File: src/rtl/fwb_queue.sv
// FPU register-file write front end: primary writeback has priority on the single
// write port, long-latency results queue in a small FIFO and drain when it is idle.
module fwb_queue #(
    parameter int FLEN  = 64,
    parameter int DEPTH = 4
) (
    input  logic                         clk,
    input  logic                         reset,
    input  logic                         pwe,
    input  logic [4:0]                   pa,
    input  logic [FLEN-1:0]              pd,
    input  logic                         svalid,
    output logic                         sready,
    input  logic [4:0]                   sa,
    input  logic [FLEN-1:0]              sd,
    output logic                         we4,
    output logic [4:0]                   a4,
    output logic [FLEN-1:0]              wd4,
    output logic [31:0]                  pending,
    output logic [$clog2(DEPTH+1)-1:0]   count,
    output logic                         full,
    output logic                         empty
);
    localparam int PW = $clog2(DEPTH);
    localparam int CW = $clog2(DEPTH+1);

    logic [DEPTH-1:0] live_r;
    logic [4:0]       addr_r [DEPTH];
    logic [FLEN-1:0]  data_r [DEPTH];
    logic [PW-1:0]    rd_ptr_r;
    logic [PW-1:0]    wr_ptr_r;
    logic [CW-1:0]    count_r;
    logic             we4_r;
    logic [4:0]       a4_r;
    logic [FLEN-1:0]  wd4_r;

    logic             full_s;
    logic             empty_s;
    logic             hs_s;
    logic             push_s;
    logic             pop_s;
    logic             push_live_s;
    logic             nxt_we_s;
    logic [4:0]       nxt_a_s;
    logic [FLEN-1:0]  nxt_d_s;
    logic [31:0]      pending_s;

    function automatic logic [31:0] onehot32(input logic [4:0] idx);
        onehot32 = 32'd1 << idx;
    endfunction

    assign full_s  = (count_r == CW'(DEPTH));
    assign empty_s = (count_r == {CW{1'b0}});
    assign hs_s    = svalid && !full_s;

    // Port arbitration: primary first, then live head, then empty-FIFO bypass.
    always_comb begin
        push_s      = 1'b0;
        pop_s       = 1'b0;
        push_live_s = 1'b1;
        nxt_we_s    = 1'b0;
        nxt_a_s     = a4_r;
        nxt_d_s     = wd4_r;
        if (pwe) begin
            nxt_we_s    = 1'b1;
            nxt_a_s     = pa;
            nxt_d_s     = pd;
            // A squashed head still leaves the queue while the primary owns the port.
            pop_s       = !empty_s && !live_r[rd_ptr_r];
            push_s      = hs_s;
            push_live_s = (sa != pa);
        end else if (!empty_s) begin
            pop_s  = 1'b1;
            push_s = hs_s;
            if (live_r[rd_ptr_r]) begin
                nxt_we_s = 1'b1;
                nxt_a_s  = addr_r[rd_ptr_r];
                nxt_d_s  = data_r[rd_ptr_r];
            end else begin
                nxt_we_s = 1'b0;
            end
        end else if (hs_s) begin
            nxt_we_s = 1'b1;
            nxt_a_s  = sa;
            nxt_d_s  = sd;
        end else begin
            nxt_we_s = 1'b0;
        end
    end

    // Control state: live bits, pointers, occupancy and the write-port register.
    always_ff @(posedge clk) begin
        if (!reset) begin
            live_r   <= {DEPTH{1'b0}};
            rd_ptr_r <= {PW{1'b0}};
            wr_ptr_r <= {PW{1'b0}};
            count_r  <= {CW{1'b0}};
            we4_r    <= 1'b0;
            a4_r     <= 5'd0;
            wd4_r    <= {FLEN{1'b0}};
        end else begin
            for (int i = 0; i < DEPTH; i++) begin
                if (pwe && (addr_r[i] == pa)) begin
                    live_r[i] <= 1'b0;
                end else begin
                    live_r[i] <= live_r[i];
                end
            end
            // Popped slots are cleared so pending only ever sees occupied entries.
            if (pop_s) begin
                live_r[rd_ptr_r] <= 1'b0;
                rd_ptr_r         <= rd_ptr_r + PW'(1);
            end else begin
                rd_ptr_r <= rd_ptr_r;
            end
            if (push_s) begin
                live_r[wr_ptr_r] <= push_live_s;
                wr_ptr_r         <= wr_ptr_r + PW'(1);
            end else begin
                wr_ptr_r <= wr_ptr_r;
            end
            case ({push_s, pop_s})
                2'b10:   count_r <= count_r + CW'(1);
                2'b01:   count_r <= count_r - CW'(1);
                default: count_r <= count_r;
            endcase
            we4_r <= nxt_we_s;
            a4_r  <= nxt_a_s;
            wd4_r <= nxt_d_s;
        end
    end

    // Entry payload storage; validity is carried by live_r, so no reset needed.
    always_ff @(posedge clk) begin
        if (reset && push_s) begin
            addr_r[wr_ptr_r] <= sa;
            data_r[wr_ptr_r] <= sd;
        end else begin
            addr_r[wr_ptr_r] <= addr_r[wr_ptr_r];
            data_r[wr_ptr_r] <= data_r[wr_ptr_r];
        end
    end

    // Hazard mask over queued live entries plus the write currently on the port.
    always_comb begin
        pending_s = we4_r ? onehot32(a4_r) : 32'd0;
        for (int i = 0; i < DEPTH; i++) begin
            pending_s = pending_s | (live_r[i] ? onehot32(addr_r[i]) : 32'd0);
        end
    end

    assign sready  = !full_s;
    assign we4     = we4_r;
    assign a4      = a4_r;
    assign wd4     = wd4_r;
    assign pending = pending_s;
    assign count   = count_r;
    assign full    = full_s;
    assign empty   = empty_s;
endmodule

File: config.mk
export PLATFORM = sky130hd
export DESIGN_NAME = fwb_queue
export DESIGN_NICKNAME = d
export VERILOG_FILES = /design/src/rtl/fwb_queue.sv
export SDC_FILE = /design/constraint.sdc
export NUM_CORES = 1
export LEC_CHECK = 0
export CAP_MARGIN = 25
export CORE_MARGIN = 2
export CORE_UTILIZATION = 41
export DETAILED_ROUTE_END_ITERATION = 7
export GPL_TIMING_DRIVEN = 0
export PLACE_DENSITY = 0.72
export SLEW_MARGIN = 20
export SYNTH_ARGS = -nofsm -noshare
export SYNTH_HDL_FRONTEND = slang
export SYNTH_SLANG_ARGS = --single-unit
File: constraint.sdc
create_clock -name clk -period 10 [get_ports clk]
set_input_delay 3 -clock clk [delete_from_list [all_inputs] [get_ports clk]]
set_output_delay 3 -clock clk [all_outputs]
set_load 0.02 [all_outputs]
# Yosys cells after proc, flatten, opt, wreduce, memory -nomap -nowiden
# Memories as Yosys holds them, arrays and structs flattened. A register that Yosys moved wholly into a read port is not among the register bits.
# Cells that the tools add are included.
# W data, S select, Z words.
totals:
  memories: 2
  out_inout_bits: 108
  reg_bits: 81
  inputBits: 142
  ramBits: 276
  latch_bits: 0
  word_cells: 107
  romBits: 0
memory_table:
  columns: ["memory", "words", "word_bits", "read_ports", "rd_ports_with_merged_regs", "write_ports", "line", "text"]
  rows:
  - ["data_r", 4, 64, 1, 1, 1, "29", "logic [FLEN-1:0] data_r [DEPTH];"]
  - ["addr_r", 4, 5, 5, 1, 1, "28", "logic [4:0] addr_r [DEPTH];"]
op_classes:
  bitwise: 8
  n_eq_ne: 10
  n_reduce_logical: 17
  muxes: 50
  add_sub_neg: 4
  magnitude_cmp: 4
  n_shift: 5
  n_div: 0
  multipliers: 0
ops:
  columns: ["operator", "n"]
  rows:
  - ["$mux W64", 5]
  - ["$mux W32", 5]
  - ["$shl A1 B5 Y32 const A", 5]
  - ["$or A32 B32 Y32", 4]
  - ["$mux W5", 5]
  - ["$mux W1", 23]
  - ["$eq A5 B5 Y1", 4]
  - ["$mux W4", 3]
  - ["$logic_and A1 B1 Y1", 9]
  - ["$mux W2", 4]
  - ["$lt A2 B3 Y1 const B", 2]
  - ["$pmux W3 S2", 1]
  - ["$ne A5 B5 Y1", 1]
  - ["$add A2 B1 Y2 const B", 2]
  - ["$and A4 B4 Y4", 1]
  - ["$bwmux W4", 1]
  - ["$demux W1 S2", 2]
  - ["$ge A2 B1 Y1 const B", 2]
  - ["$not A4 Y4", 1]
  - ["$reduce_and A2 Y1", 2]
  - ["$add A3 B1 Y3 const B", 1]
  - ["$eq A3 B3 Y1 const B", 1]
  - ["$logic_not A1 Y1", 3]
  - ["$logic_not A3 Y1", 1]
  - ["9 further kinds", 10]

# Depth between registers and ports, before layout
# Gate-level depths: netlist of the first run.
depth:
  depth_word: 10
  ltp_mapped: 11

# Least setup slack after synthesis of the first run
# OpenSTA, ideal clock, no wires.
synth_path:
  path_kind: "in2reg"
  startpoint: "input pwe"
  endpoint: "memory addr_r[0][0], enable pin"
  t_arrival_ns: 5.481
  path_slack_ns: 4.084
  cell_stages: 5
  t_required_ns: 9.565
  n_path_buf: 2
  path_cell_list: "clkbuf_1 > nor2b_1 > o31a_1 > clkbuf_1 > and3_1"
synth_via:
  elab_chain_cells: 5
synth_lines:
  columns: ["element", "line", "text"]
  rows:
  - ["start, declared", "9", "input logic pwe,"]
  - ["$mux W1 *", "64", "if (pwe) begin"]
  - ["$logic_and A1 B1 Y1 *", "135", "if (reset && push_s) begin"]
  - ["$mux W1 (on tied branches)", "135, 139", null]
  - ["$mux W1 (implied by the code) / $reduce_and A2 Y1 (equally long branches)", null, null]
  - ["$or A1 B1 Y1 (no source line) *", null, null]
  - ["end, declared", "28", null]
# Mark *: on every way between the ends. The rest lies on a longest branch, timed or not.

==> results.json, run 1 <==
{
  "clock_path_buffers": 3,
  "rows": 72,
  "yosysTopAreaCell": "edfxtp_1",
  "portBuffers": 242,
  "critPathMaxStageDelay_ns": 1.03,
  "clock-sinks": 359,
  "synth_nets": 1224,
  "grt_max_degree": 45,
  "yosysUniqueCellTypes": 61,
  "yosys.area_share.simple_pct": 9.744,
  "finalHoldViolations": 0,
  "required_ns": 7.00,
  "die_x_um": 201.4,
  "routedWlPerCell_um": 26.08,
  "antenna_found_initial": 7,
  "synth_adder_area_share_pct": 0.8303,
  "maxSlewViolCount": 0,
  "yosys-mux-area-fraction_pct": 9.995,
  "intPower_mw": 3.393,
  "p_per_area_mw_per_mm2": 244.3,
  "grt_pass1_vias": 11500,
  "nFillCells": 3248,
  "drt_pass1_iterations": 5,
  "synthCells": 1072,
  "grt_overflow_total": 0,
  "start_util_pct": 41.43,
  "ys_ff_latch": 359,
  "ys_top_cells_by_area": "edfxtp_1 52%, dfxtp_1 10%, mux4_2 9.9%",
  "netlist_top_cells_count": "276 x edfxtp_1, 83 x dfxtp_1, 74 x nor3b_1",
  "holdBufCountCts": 0,
  "drt_iter0_markers": 866,
  "clockRootBuffer": "clkbuf_16",
  "viasPerCell": 5.886,
  "place_congestion": 0.9606,
  "rsz0062_at_grt": "false",
  "startpoint": "addr_r[1][4]",
  "fmax_ghz": 0.1585,
  "p_leak_nw": 6.591,
  "pwr-share-clk_pct": 28.6,
  "synth_top_family_by_area": "compound AO/OA/AOI/OAI gates",
  "cap_violations": 0,
  "post-route-period-util_pct": 63.08,
  "fin_nets": 1511,
  "via_count": 11240,
  "area_growth_syn_to_layout_pct": 28.03,
  "core_area_mm2": 0.03856,
  "worstHoldStart": "wd4[59]",
  "postCtsSetupBuffers": 0,
  "critPathTopFamily": "simple AND/OR/NAND/NOR gates",
  "crit_type": "reg -> out",
  "wl_um": 49780,
  "syn_avg_cell_area_um2": 14.90,
  "yosys_warnings": 0,
  "path_cells": "clkbuf_1 > nor4bb_1 > a22oi_1 > nand3_1 > clkdlybuf4s50_1",
  "ys_seq_area_share_pct": 62.29,
  "drtAntennaViolNets": 0,
  "timing.rr.start": "live_r[2]",
  "hold_path.class": "reg -> reg",
  "drcViolationCount": 0,
  "path_clk_slew_ns": 0.06,
  "crit_buf_inv": 2,
  "grtUsageTotal_pct": 24.20,
  "grt_pass1_wl_um": 73630,
  "drive_gt1_share_pct": 12.10,
  "synth_ff_type": "edfxtp_1",
  "hpwlAfterDp_um": 35250,
  "relSlewSlack_pct": 21.75,
  "tightest_slew_ns": 1.158,
  "run_status": "completed",
  "switching_share_pct": 32.10,
  "cts_resized": 0,
  "seqPwrFrac_pct": 37.4,
  "ys_async_sr_fraction_pct": 0,
  "synth-xor-area-share_pct": 1.590,
  "cp.arrival_ns": 3.31,
  "htreeDepth": 2,
  "p_comb_share_pct": 34.1,
  "cp-end-kind": "output port",
  "synth_compound_area_share_pct": 12.57,
  "fin_crit_ns": 6.308,
  "syn_area_mm2": 0.01597,
  "cts_tree": "yes",
  "cp_max_fo": 10,
  "synth_top_area_share_pct": 51.88,
  "crit_path_start_kind": "register",
  "dieArea_mm2": 0.04056,
  "clock_skew_ns": 0.02229,
  "final_core_util_pct": 53.04,
  "setup_viol": 0,
  "peakVddDrop_v": 0.0001311,
  "tns_ns": 0,
  "clock_latency_ns": 0.54,
  "critPathSlowestCell": "nor4bb_1",
  "p_switching_mw": 1.604,
  "pin_count": 250,
  "dieHeight_um": 201.4,
  "synth_edf_count": 276,
  "cts_buffers": 38,
  "yosys.cell_count.top_type": "edfxtp_1"
}
[state kept, by name (all words and copies together) (netlist names), named ones only]
name,cells
wd4,64
data_r,256
we4,1
rd_ptr_r,2
live_r,4
a4,5
addr_r,20
count,3
wr_ptr_r,2
[metrics by stage]
| stage | instance area [µm²] | power [mW] | worst slack [ns] | instances | hold slack (ns) |
|---|---|---|---|---|---|
| 2_1_floorplan | 15970 | 2.953 | 4.084 | 1072 | 0.5279 |
| 3_3_place_gp | 19040 | 3.579 | 2.393 | 1832 | 0.4604 |
| 3_5_place_dp | 19170 | 3.601 | 4.311 | 1837 | 0.4644 |
| 4_1_cts | 20450 | 5.032 | 3.752 | 1907 | 0.4837 |
| 5_1_grt | 20450 | 5.215 | 3.601 | 1907 | 0.4966 |
| 6_report | 20450 | 4.997 | 3.692 | 1909 | 0.4785 |
[final timing paths]
kind	end	slack, ns	depth (start not counted)
worst min register to register	wd4[59]	0.48	1
worst min-delay path	wd4[59]	0.48	1
worst max-delay path	pending[16]	3.69	5
worst max register to register	count[2]	7.15	9
[placed cells by master, fill, tap and decap left out, types with 6 or more instances in the layout]
cell / Yosys / layout
dfxtp_1: 83 / 83
a22oi_1: 14 / 14
clkbuf_1: 73 / 81
nor4_1: 6 / 6
a221o_1: 69 / 69
nor3_1: 13 / 13
nor2b_1: 16 / 16
mux4_2: 70 / 70
nand4b_1: 10 / 10
xnor2_1: 8 / 8
clkdlybuf4s50_1: 0 / 242
edfxtp_1: 276 / 276
ha_1: 9 / 9
clkbuf_16: 0 / 41
o21ai_0: 8 / 8
o211ai_1: 10 / 10
or3_1: 6 / 6
nand3_1: 21 / 21
and2_1: 7 / 7
nand2_1: 32 / 32
inv_1: 11 / 11
xor2_1: 21 / 21
a32oi_1: 7 / 7
a211oi_1: 6 / 6
nor3b_1: 74 / 74
clkinv_2: 0 / 7
nand2b_1: 17 / 17
a21oi_1: 9 / 9
buf_2: 16 / 16
nor2_1: 27 / 26
a22o_1: 69 / 69
o22ai_1: 14 / 14
[cell families after synthesis]
kind of cell    count (synthesis)
simple gates                  255
fa+ha+maj                      10
flops                         359
xor+xnor                       29
mux                            72
buf+inv                       111
compound gates                236
[per-layer routing]
metal / share of wire, % / track usage (%)
met5: 0.11 / 0
met4: 3.1 / 7.563
met3: 6.9 / 5.070
met2: 49 / 40.94
met1: 41 / 31.30
[worst reg2reg max path, cell delays in order (launching register included)]
cell	delay (ns)
dfxtp_1	0.29
clkbuf_1	0.23
mux4_2	0.58
a21oi_2	0.37
ha_1	0.26
inv_1	0.06
fa_1	0.37
xor2_1	0.16
or3_1	0.30
a21boi_0	0.16
[power groups by stage]
| stage | Sequential (mW) | Combinational, mW | Clock (mW) |
|---|---|---|---|
| after detailed placement | 1.90 | 1.70 | 0 |
| after global placement | 1.90 | 1.68 | 0 |
| final | 1.87 | 1.70 | 1.43 |
| after global routing | 1.88 | 1.82 | 1.51 |
| after floorplan | 1.98 | 0.969 | 0 |
| after CTS | 1.87 | 1.72 | 1.45 |
[final cells by class]
type / count / area, µm² / area share (%)
Antenna cell: 2 / 5.005 / 0.02447
Buffer: 99 / 429.2 / 2.098
Clock buffer: 52 / 1097 / 5.365
Clock inverter: 18 / 176.4 / 0.8626
Inverter: 12 / 47.55 / 0.2325
Multi-Input combinational cell: 602 / 5570 / 27.24
Sequential cell: 359 / 9950 / 48.65
Tap cell: 518 / 648.1 / 3.169
Timing Repair Buffer: 247 / 2529 / 12.36
Note: power is estimated with default switching activity, not from simulation.
==> run 2: changes to the inputs <==
==> constraint.sdc (replaced) <==
create_clock -name clk -period 6 [get_ports clk]
set_input_delay 1.8 -clock clk [delete_from_list [all_inputs] [get_ports clk]]
set_output_delay 1.8 -clock clk [all_outputs]
set_load 0.02 [all_outputs]
==> results of run 2 <==
The final DEF is identical to that of run 1. Status: completed.
Main changes from that run: setup slack after placement 4.311 ns -> 1.511 ns; setup slack after layout 3.692 ns -> 0.8922 ns; register-to-register setup slack 7.15 ns -> 3.15 ns; total power 4.997 mW -> 8.328 mW; worst IR drop on VDD 0.0001311 V -> 0.0002184 V
==> run 3: changes to the inputs <==
--- a/config.mk
+++ b/config.mk
@@ -5,12 +5,14 @@
 export SDC_FILE = /design/constraint.sdc
 export NUM_CORES = 1
 export LEC_CHECK = 0
+export ABC_AREA = 1
 export CAP_MARGIN = 25
 export CORE_MARGIN = 2
 export CORE_UTILIZATION = 41
 export DETAILED_ROUTE_END_ITERATION = 7
 export GPL_TIMING_DRIVEN = 0
-export PLACE_DENSITY = 0.72
+export PLACE_DENSITY = 0.71
+export SETUP_SLACK_MARGIN = 0.2
 export SLEW_MARGIN = 20
 export SYNTH_ARGS = -nofsm -noshare
 export SYNTH_HDL_FRONTEND = slang
==> run 3 against run 2 <==
Largest power group is now combinational cells; final area grew 13%; die area grew 14%; clock power grew 2%; register-to-register slack gained 0.12 ns; total power grew 15%; global-route usage grew 2.6 points; sequential share of layout area shrank 5.5 points; highest routed layer unchanged; worst setup slack lost 0.24 ns; critical path depth grew 1.
==> results.json, run 3 <==
{
  "dp.cells": 3217,
  "pwr-share-clk_pct": 25.3,
  "viasPerCell": 5.130,
  "finalWorstSetupSlack_ns": 0.6512,
  "tns_ns": 0,
  "synth_edf_count": 276,
  "yosysUniqueCellTypes": 30,
  "grt_pass1_vias": 16400,
  "portBuffers": 246,
  "largest_register_ffs": 256,
  "synth_ff_type": "edfxtp_1",
  "p_comb_share_pct": 40.4,
  "largest_register": "data_r",
  "clock_path_buffers": 3,
  "start_util_pct": 41.36,
  "fmax_ghz": 0.1870,
  "grt_pass1_wl_um": 95410,
  "path_cells": "clkbuf_1 > clkinv_1 > nor4_1 > a21oi_1 > nand2_1 > clkdlybuf4s50_1",
  "via_count": 16900,
  "required_ns": 4.20,
  "drive_gt1_share_pct": 3.893,
  "grtUsageTotal_pct": 26.75,
  "ys_ff_latch": 359,
  "cts_tree": "yes",
  "pin_count": 250,
  "dp_slack_ns": 1.375,
  "rows": 77,
  "yosysTopAreaCell": "edfxtp_1",
  "cts_buffers": 40,
  "htreeDepth": 2,
  "clock_latency_ns": 0.55,
  "finalHoldViolations": 0,
  "clock-sinks": 359,
  "drt_iter0_markers": 1537,
  "relSlewSlack_pct": 33.79,
  "syn_area_mm2": 0.01825,
  "netlist_top_cells_count": "1,155 x nand2_1, 276 x edfxtp_1, 220 x nor2_1",
  "synthCells": 2366,
  "mostFrequentLayoutCell": "nand2_1",
  "die_x_um": 215.0,
  "ys_seq_area_share_pct": 54.52,
  "p_per_area_mw_per_mm2": 415.2,
  "switching_share_pct": 39.41,
  "fin_cells": 3295,
  "fin_crit_ns": 5.349,
  "cap_violations": 0,
  "synth_nets": 2518,
  "tightest_slew_ns": 0.9932,
  "stdcell_area_mm2": 0.02308,
  "dieHeight_um": 215.0,
  "grt_overflow_total": 0,
  "holdBufCountCts": 0,
  "p_switching_mw": 3.777,
  "cp_max_fo": 10,
  "hold_path.class": "reg -> reg",
  "run_status": "completed",
  "critPathMaxStageDelay_ns": 0.70,
  "place_area_mm2": 0.02178,
  "cts_resized": 0,
  "crit_type": "reg -> out",
  "synth_top_area_share_pct": 45.41,
  "fin_nets": 2819,
  "cp.arrival_ns": 3.55,
  "yosys.cell_count.top_type": "nand2_1",
  "hpwlAfterDp_um": 44410,
  "mostFrequentLayoutCells": "1,155 x nand2_1, 276 x edfxtp_1, 246 x clkdlybuf4s50_1",
  "post-route-period-util_pct": 89.15,
  "clockRootBuffer": "clkbuf_16",
  "wl_um": 62740,
  "critPathTopFamily": "buffers and inverters",
  "path_clk_slew_ns": 0.06,
  "grt_max_degree": 25,
  "intPower_mw": 5.805,
  "setup_viol": 0,
  "drt_pass1_iterations": 6,
  "crit_buf_inv": 3,
  "drtAntennaViolNets": 0,
  "total_power_mw": 9.582,
  "peakVddDrop_v": 0.0002287,
  "maxSlewViolCount": 0,
  "dieArea_mm2": 0.04622,
  "syn_avg_cell_area_um2": 7.713,
  "crit_path_start_kind": "register",
  "antenna_found_initial": 11,
  "core_area_mm2": 0.04412,
  "place_congestion": 0.9408,
  "rsz0062_at_grt": "false",
  "seqPwrFrac_pct": 34.3,
  "cp-end-kind": "output port",
  "drcViolationCount": 0,
  "yosys_warnings": 0,
  "p_leak_nw": 10.07,
  "ys_top_cells_by_area": "edfxtp_1 45%, nand2_1 24%, dfxtp_1 9.1%",
  "clock_skew_ns": 0.02938,
  "ys_async_sr_fraction_pct": 0,
  "area_growth_syn_to_layout_pct": 26.46,
  "routedWlPerCell_um": 19.04,
  "postCtsSetupBuffers": 0,
  "critPathSlowestCell": "clkinv_1"
}
[run 3: per-layer routing]
metal | GRT usage, % | wire length [µm] | vias up
li1 | - | - | 8152
met1 | 34.20 | 25650 | 7852
met2 | 44.90 | 29740 | 744
met3 | 4.897 | 4873 | 144
met4 | 10.80 | 2395 | 12
met5 | 0 | 78 | -
[run 3: kinds of logic (layout without fill, tap and decap cells)]
family,Yosys count,in the layout,synth area share [%]
XOR/XNOR,1,1,0.04800
other,0,6,0
AND/OR/NAND/NOR,1578,1578,34.87
adder cells (fa/ha/maj),10,10,0.7267
flip-flops,359,359,54.52
buffers and inverters,333,664,7.089
AO/OA/AOI/OAI,85,85,2.749
[run 3: final timing paths]
kind,start,end,slack (ns),cells after the start
min,wd4[4],wd4[4],0.51,4
max,addr_r[0][3],pending[24],0.65,6
min reg2reg,wd4[4],wd4[4],0.51,4
max reg2reg,count[0],data_r[0][13],3.27,7
[run 3: worst min-delay path, delay by kind of cell (launching register included)]
| kind | cells | cell delay, ns |
|---|---|---|
| buffers and inverters | 1 | 0.04 |
| AND/OR/NAND/NOR | 3 | 0.12 |
| flip-flops | 1 | 0.31 |
[run 3: final cells by class]
cell class                      count  area, µm²
Fill cell                        4135      21050
Antenna cell                        6      15.01
Timing Repair Buffer              259       2760
Clock buffer                       58       1140
Buffer                            133      543.0
Inverter                          200      750.7
Sequential cell                   359       9950
Multi-Input combinational cell   1674       7037
Clock inverter                     14      143.9
Tap cell                          592      740.7
[run 3: power groups by stage]
| stage | sequential, mW | combinational, mW | clock [mW] |
|---|---|---|---|
| finish | 3.29 | 3.87 | 2.42 |
| global route | 3.32 | 4.27 | 2.55 |
| CTS | 3.29 | 3.86 | 2.45 |
| detailed placement | 3.33 | 3.83 | 0 |
| global placement | 3.34 | 3.72 | 0 |
| floorplan | 3.55 | 2.03 | 0 |
[run 3: per-stage QoR]
step | hold slack (ns) | utilization [%]
after floorplan | 0.4907 | -
after global placement | 0.5017 | 48.64
after detailed placement | 0.4988 | 49.36
after CTS | 0.5112 | 52.27
after global routing | 0.5351 | 52.28
final | 0.5098 | 52.31
